**config.mk**
```make
export PLATFORM = sky130hd
export DESIGN_NAME = output_requant_packer
export DESIGN_NICKNAME = d
export VERILOG_FILES = /design/src/rtl/output_requant_packer.sv
export SDC_FILE = /design/constraint.sdc
export NUM_CORES = 2
export LEC_CHECK = 0
export ABC_AREA = 1
export BUFFER_PORTS_ARGS = -buffer_cell sky130_fd_sc_hd__buf_2
export CAP_MARGIN = 40
export CORE_UTILIZATION = 70
export CTS_CLUSTER_SIZE = 20
export DETAILED_ROUTE_END_ITERATION = 10
export PLACE_DENSITY = 0.88
export REMOVE_ABC_BUFFERS = 1
export SETUP_SLACK_MARGIN = 0.2
export SYNTH_ARGS = -nofsm -noshare
export SYNTH_HDL_FRONTEND = slang
export SYNTH_SLANG_ARGS = --single-unit
```
**constraint.sdc**
```tcl
create_clock -name clk -period 55.7 [get_ports clk]
set_clock_uncertainty 0.2 [all_clocks]
set_input_delay 13.925 -clock clk [delete_from_list [all_inputs] [get_ports clk]]
set_output_delay 13.925 -clock clk [all_outputs]
set_load 0.01 [all_outputs]
```
**src/rtl/output_requant_packer.sv**
```systemverilog
// rtl/output_requant_packer.sv - int32 accumulator requantiser and int8 word packer
//
// Takes one int32 accumulator per cycle. Each element is rescaled by a Q31
// multiplier (rounding doubling high multiply, stage A). It is then divided by
// 2^shift with round-half-away-from-zero, offset by the output zero-point and
// clamped to the activation range (stage B). The int8 results are packed into
// 32-bit words, with lane 0 in bits [7:0].
//
// Configuration macro: PACKER_STAGE_REG_EN
//   undefined : stages A and B are evaluated in the same cycle after the input
//               register (2-cycle latency from acceptance to out_valid)
//   defined   : an extra register sits between stage A and stage B
//               (3-cycle latency); arithmetic is identical
//
// Ports
//   clk                     rising-edge clock
//   reset                   asynchronous active-low reset
//   in_valid / in_ready     element handshake
//   in_acc                  signed int32 accumulator
//   in_mult                 signed Q31 multiplier
//   in_shift                right shift 0..SHIFT_MAX (larger values saturate)
//   in_offset               signed output zero-point
//   in_act_min/in_act_max   signed int8 clamp bounds
//   in_last                 element closes the current word
//   out_valid / out_ready   word handshake
//   out_word                four int8 lanes; unused lanes of a partial word are 0
//   out_lanes               number of valid lanes, 1..4

module output_requant_packer #(
    parameter int SHIFT_MAX = 31
) (
    input  logic        clk,
    input  logic        reset,
    input  logic        in_valid,
    output logic        in_ready,
    input  logic [31:0] in_acc,
    input  logic [31:0] in_mult,
    input  logic [4:0]  in_shift,
    input  logic [31:0] in_offset,
    input  logic [7:0]  in_act_min,
    input  logic [7:0]  in_act_max,
    input  logic        in_last,
    output logic        out_valid,
    input  logic        out_ready,
    output logic [31:0] out_word,
    output logic [2:0]  out_lanes
);

    localparam logic [5:0] SHIFT_CAP = 6'(SHIFT_MAX);

    // ------------------------------------------------------------------
    // Flow control: only a pending lane write into a held word stalls.
    // ------------------------------------------------------------------
    logic handshake;
    logic stall;
    logic advance;
    logic b_valid;

    assign handshake = out_valid && out_ready;
    assign stall     = out_valid && !out_ready && b_valid;
    assign advance   = !stall;
    assign in_ready  = advance;

    // ------------------------------------------------------------------
    // Input register: the element and its control fields travel together.
    // ------------------------------------------------------------------
    logic [4:0]         shift_sat;
    logic               p1_valid;
    logic signed [31:0] p1_acc;
    logic signed [31:0] p1_mult;
    logic [4:0]         p1_shift;
    logic signed [31:0] p1_offset;
    logic signed [7:0]  p1_min;
    logic signed [7:0]  p1_max;
    logic               p1_last;

    always_comb begin
        shift_sat = in_shift;
        if ({1'b0, in_shift} > SHIFT_CAP) begin
            shift_sat = SHIFT_CAP[4:0];
        end
    end

    always_ff @(posedge clk or negedge reset) begin
        if (!reset) begin
            p1_valid  <= 1'b0;
            p1_acc    <= '0;
            p1_mult   <= '0;
            p1_shift  <= '0;
            p1_offset <= '0;
            p1_min    <= '0;
            p1_max    <= '0;
            p1_last   <= 1'b0;
        end else if (advance) begin
            p1_valid  <= in_valid;
            p1_acc    <= in_acc;
            p1_mult   <= in_mult;
            p1_shift  <= shift_sat;
            p1_offset <= in_offset;
            p1_min    <= in_act_min;
            p1_max    <= in_act_max;
            p1_last   <= in_last;
        end
    end

    // ------------------------------------------------------------------
    // Stage A: saturating rounding doubling high multiply.
    // ------------------------------------------------------------------
    logic signed [63:0] prod;
    logic signed [63:0] nudged;
    logic signed [63:0] toward_zero;
    logic [31:0]        rdh_a;
    logic               unused_rdh_bits;

    always_comb begin
        prod   = 64'(p1_acc) * 64'(p1_mult);
        nudged = prod + (prod[63] ? -64'sd1073741823 : 64'sd1073741824);
        // Divide by 2^31 truncating toward zero: bias negatives before the shift.
        toward_zero = nudged[63] ? (nudged + 64'sd2147483647) : nudged;
        if ((p1_acc == 32'sh80000000) && (p1_mult == 32'sh80000000)) begin
            rdh_a = 32'h7FFFFFFF;
        end else begin
            rdh_a = toward_zero[62:31];
        end
    end

    assign unused_rdh_bits = ^{toward_zero[63], toward_zero[30:0]};

    // ------------------------------------------------------------------
    // Stage B operand source
    // ------------------------------------------------------------------
    logic [31:0]        b_rdh;
    logic [4:0]         b_shift;
    logic signed [31:0] b_offset;
    logic signed [7:0]  b_min;
    logic signed [7:0]  b_max;
    logic               b_last;

`ifdef PACKER_STAGE_REG_EN
    logic               p2_valid;
    logic [31:0]        p2_rdh;
    logic [4:0]         p2_shift;
    logic signed [31:0] p2_offset;
    logic signed [7:0]  p2_min;
    logic signed [7:0]  p2_max;
    logic               p2_last;

    always_ff @(posedge clk or negedge reset) begin
        if (!reset) begin
            p2_valid  <= 1'b0;
            p2_rdh    <= '0;
            p2_shift  <= '0;
            p2_offset <= '0;
            p2_min    <= '0;
            p2_max    <= '0;
            p2_last   <= 1'b0;
        end else if (advance) begin
            p2_valid  <= p1_valid;
            p2_rdh    <= rdh_a;
            p2_shift  <= p1_shift;
            p2_offset <= p1_offset;
            p2_min    <= p1_min;
            p2_max    <= p1_max;
            p2_last   <= p1_last;
        end
    end

    assign b_valid  = p2_valid;
    assign b_rdh    = p2_rdh;
    assign b_shift  = p2_shift;
    assign b_offset = p2_offset;
    assign b_min    = p2_min;
    assign b_max    = p2_max;
    assign b_last   = p2_last;
`else
    assign b_valid  = p1_valid;
    assign b_rdh    = rdh_a;
    assign b_shift  = p1_shift;
    assign b_offset = p1_offset;
    assign b_min    = p1_min;
    assign b_max    = p1_max;
    assign b_last   = p1_last;
`endif

    // ------------------------------------------------------------------
    // Stage B: rounding right shift, zero-point, clamp.
    // ------------------------------------------------------------------
    logic [31:0]        mask;
    logic [31:0]        rem;
    logic [31:0]        thr;
    logic signed [31:0] shifted;
    logic signed [33:0] sum_b;
    logic [7:0]         lane_val;

    always_comb begin
        mask    = (32'd1 << b_shift) - 32'd1;
        rem     = b_rdh & mask;
        // Negative values need a strictly larger remainder to round up,
        // which makes exact halves round away from zero.
        thr     = (mask >> 1) + {31'd0, b_rdh[31]};
        shifted = $signed(b_rdh) >>> b_shift;
        sum_b   = $signed(34'(shifted) + 34'(b_offset) + {33'd0, (rem > thr)});
        if (sum_b > 34'(b_max)) begin
            lane_val = b_max;
        end else if (sum_b < 34'(b_min)) begin
            lane_val = b_min;
        end else begin
            lane_val = sum_b[7:0];
        end
    end

    // ------------------------------------------------------------------
    // Word buffer. The buffer doubles as the output register, so a closed
    // word blocks further lane writes until it is taken. A handshake clears
    // it, and a lane write in the same cycle lands in the cleared buffer.
    // ------------------------------------------------------------------
    logic [1:0]  lane_cnt;
    logic [1:0]  lane_cnt_n;
    logic [31:0] word_n;
    logic        valid_n;
    logic [2:0]  lanes_n;
    logic        close;

    assign close = (lane_cnt == 2'd3) || b_last;

    always_comb begin
        word_n     = out_word;
        valid_n    = out_valid;
        lanes_n    = out_lanes;
        lane_cnt_n = lane_cnt;
        if (handshake) begin
            word_n  = '0;
            valid_n = 1'b0;
            lanes_n = '0;
        end
        if (b_valid && !stall) begin
            word_n[{lane_cnt, 3'b000} +: 8] = lane_val;
            if (close) begin
                valid_n    = 1'b1;
                lanes_n    = {1'b0, lane_cnt} + 3'd1;
                lane_cnt_n = 2'd0;
            end else begin
                lane_cnt_n = lane_cnt + 2'd1;
            end
        end
    end

    always_ff @(posedge clk or negedge reset) begin
        if (!reset) begin
            out_valid <= 1'b0;
            out_word  <= '0;
            out_lanes <= '0;
            lane_cnt  <= '0;
        end else begin
            out_valid <= valid_n;
            out_word  <= word_n;
            out_lanes <= lanes_n;
            lane_cnt  <= lane_cnt_n;
        end
    end

endmodule

```
==> summary.md <==
| Metric | Value |
|---|---|
| Outcome | complete, no violations |
| Clk buf depth | 2 |
| Maxcap violations | 0 |
| Clock-pin slew on the worst setup and hold paths | 0.07 ns |
| Die Span X | around 290 µm |
| Largest net degree at the start of global routing | 81 |
| Worst hold path depth | 1 |
| Antenna Cells | 0 |
| FF-to-FF path depth | ~120 |
| Clk sinks | roughly 160 |
| Htree depth | 4 |
| GRT Total Usage | roughly 42% |
| Core area | 0.0794 mm² |
| Fin nets | slightly above 9k |
| Hold Path Origin | p1_mult[11] |
| Die Y | between 200 and 300 µm |
| Post-Route WL | around 170000 µm |
| # setup viols final | 0 |
| RR Startpoint | p1_acc[31] |
| Worst hold path type | flip-flop to flip-flop |
| Antenna violations before repair | 5 |
| Worst Max-Slew Pin Slew | roughly 1.1 ns |
| Mapped cell area | around 0.056 mm² |
| Via count | between 50k and 60k |
| Area Growth Syn to Fin | 3.73% |
| Number of library cell types mapped by synthesis | 72 |
| R2R Setup Slk | 31.63 ns |
| EDFF count, synth | 0 |
| Asr flop ratio synth | 100% |
| Commonest cells after routing, fill and taps aside | 2078 x nand2_1, 1933 x inv_1, 1084 x fa_1 |
| Setup TNS | 0 ns |
| Reg2reg end | out_word[14] |
| # resized after CTS | 0 |
| Die Area | a little over 0.08 mm² |
| Post-synth top flop | dfrtp_1 |
| Yosys warnings | 0 |
| Tmin final | roughly 29 ns |
| Routed Antenna Nets | 0 |
| Clock root cell | clkbuf_16 |
| DP HPWL | 134000 µm |
| I/O Pins | between 150 and 200 |
| Initial DRC count | approximately 5.3k |
| Global route total overflow | 0 |
| Setup bufs post-CTS | 0 |
| Vias per inst | a little under 6 |
| RSZ-0062 raised after global routing | no |
| Final Cycle Share | between 50 and 60% |
| Detailed Routing Iterations Pass 1 | 6 |
| Critical Path RT | slightly above 40 ns |
| Rows | between 100 and 150 |
| Arrival @ worst endpoint | roughly 15 ns |
| Critical Path Fanout Max | 24 |
| Remaining DRCs | 0 |
| Seq cells post-synth | ~160 |
| First-pass GRT wire length | 271000 µm |
| Commonest non-fill, non-tap cell in the layout | nand2_1 |
| Vias in the first global route | between 50k and 60k |
| Post-DR wirelength/cell | approximately 19 µm |
| TritonCTS clock tree | built |
| Crit end category | primary output |
| Rel. slew slack | between 20% and 30% |
| # port buffers | roughly 160 |
| Worst Hold End | p1_mult[11] |
| Mapped Cells | roughly 7.7k |
| Slew Limit Fails | 0 |
| GPL Wtd Cong | around 1.1 |
| Fmax | 34.7 MHz |
| Fin. Hold Viols | 0 |
| Post-synthesis sequential area ratio | 6.96% |
| Clk Latency, worst-skew pair | ~0.54 ns |
| Total CTS buffers | 17 |
| CP Class | input port to primary output |
| Layout cells sized above 1 | around 6.1% |
| Syn_area_per_cell | roughly 7.4 µm² |
| CTS Hold Bufs | 0 |
| CP startpoint kind | input port |
| Starting density of the core | 71.1% |
## cell type report
type	count	area, µm²
inverters	1957	7350
repair buffers	233	1440
flip-flops and latches	157	3940
multi-input cells	5226	43900
clock inverters	15	201
fillers	5976	20800
clock buffers	17	425
well taps	1050	1310
## critical path: stages
cell and delay [ns]:
buf_2 0.11, inv_1 0.11, nand3_4 0.26, buf_2 0.25
## state kept, by name, indices dropped and copies added (netlist names)
register and flops:
out_word 32, b_max 8, b_offset 32, b_min 8, p1_acc 32, lane_cnt 2
b_shift 5, p1_mult 32, b_last 1, out_lanes 3, b_valid 1, out_valid 1
## synth_stat cells, types with 5 or more instances
library cell	instances	area share [%]
a211oi_1	12	0.16
a21o_1	10	0.13
a21oi_1	207	1.8
a31oi_1	18	0.20
buf_1	12	0.080
buf_2	13	0.12
buf_4	6	0.080
buf_6	5	0.10
clkbuf_1	285	1.9
clkinv_1	10	0.066
dfrtp_1	157	7.0
fa_1	1084	38
ha_1	351	7.8
inv_1	1933	13
inv_2	14	0.093
mux2_2	73	1.5
nand2_1	2078	14
nand2_2	19	0.21
nand3_1	339	3.0
nand3_2	18	0.32
nand3b_1	17	0.23
nand4_1	105	1.2
nor2_1	366	2.4
nor2_2	27	0.30
nor2_4	5	0.10
nor3_1	54	0.48
nor4_1	23	0.25
o211ai_1	26	0.35
o21ai_0	142	1.3
o21ai_1	15	0.13
o21bai_1	16	0.21
o221ai_1	5	0.078
o22ai_1	26	0.29
o32ai_1	8	0.12
xnor2_1	39	0.61
xor2_1	81	1.3
## worst max-delay path by stage
stage	start	endpoint	slack (ns)	cells after the start
after floorplan	out_ready	in_ready	24.64	2
after global placement	out_ready	in_ready	26.93	4
after detailed placement	out_ready	in_ready	26.93	4
after CTS	out_ready	in_ready	26.92	4
after global routing	out_ready	in_ready	26.85	4
final	out_ready	in_ready	26.91	4
## logic make-up (layout without fill, tap and decap cells)
kind of cell / count (synthesis) / after routing / synth area share [%]
and+or+nand+nor: 3079 / 3079 / 22.9
buffers and inverters: 2281 / 2222 / 15.3
adders and majority gates: 1435 / 1435 / 46.2
AOI/OAI and AO/OA: 511 / 511 / 5.17
DFF: 157 / 157 / 6.96
xor gates and xnor gates: 122 / 122 / 1.92
muxes: 77 / 77 / 1.53
other: 2 / 2 / 0.0133
## metal layers
| metal | GRT usage [%] | part of all wire [%] | up-vias |
|---|---|---|---|
| li1 | - | - | 22500 |
| met5 | 0 | 0.0078 | - |
| met3 | 9.76 | 12 | 718 |
| met1 | 53.6 | 36 | 24400 |
| met4 | 21.1 | 5.7 | 2 |
| met2 | 68.4 | 46 | 3109 |
## through the flow
step / setup slack [ns] / hold WS (ns) / cells / utilization (%) / area, µm²
floorplan: 24.64 / 0.282 / 7340 / - / 55100
global placement: 26.93 / 0.289 / 8619 / 72.8 / 57800
detailed placement: 26.93 / 0.299 / 8623 / 73.0 / 57900
CTS: 26.92 / 0.316 / 8655 / 73.8 / 58600
global route: 26.85 / 0.341 / 8655 / 73.8 / 58600
finish: 26.91 / 0.317 / 8655 / 73.8 / 58600
Power is left out: the tool's default activity adds up to more than one toggle a clock period on the data nets, which glitch-free logic cannot reach.
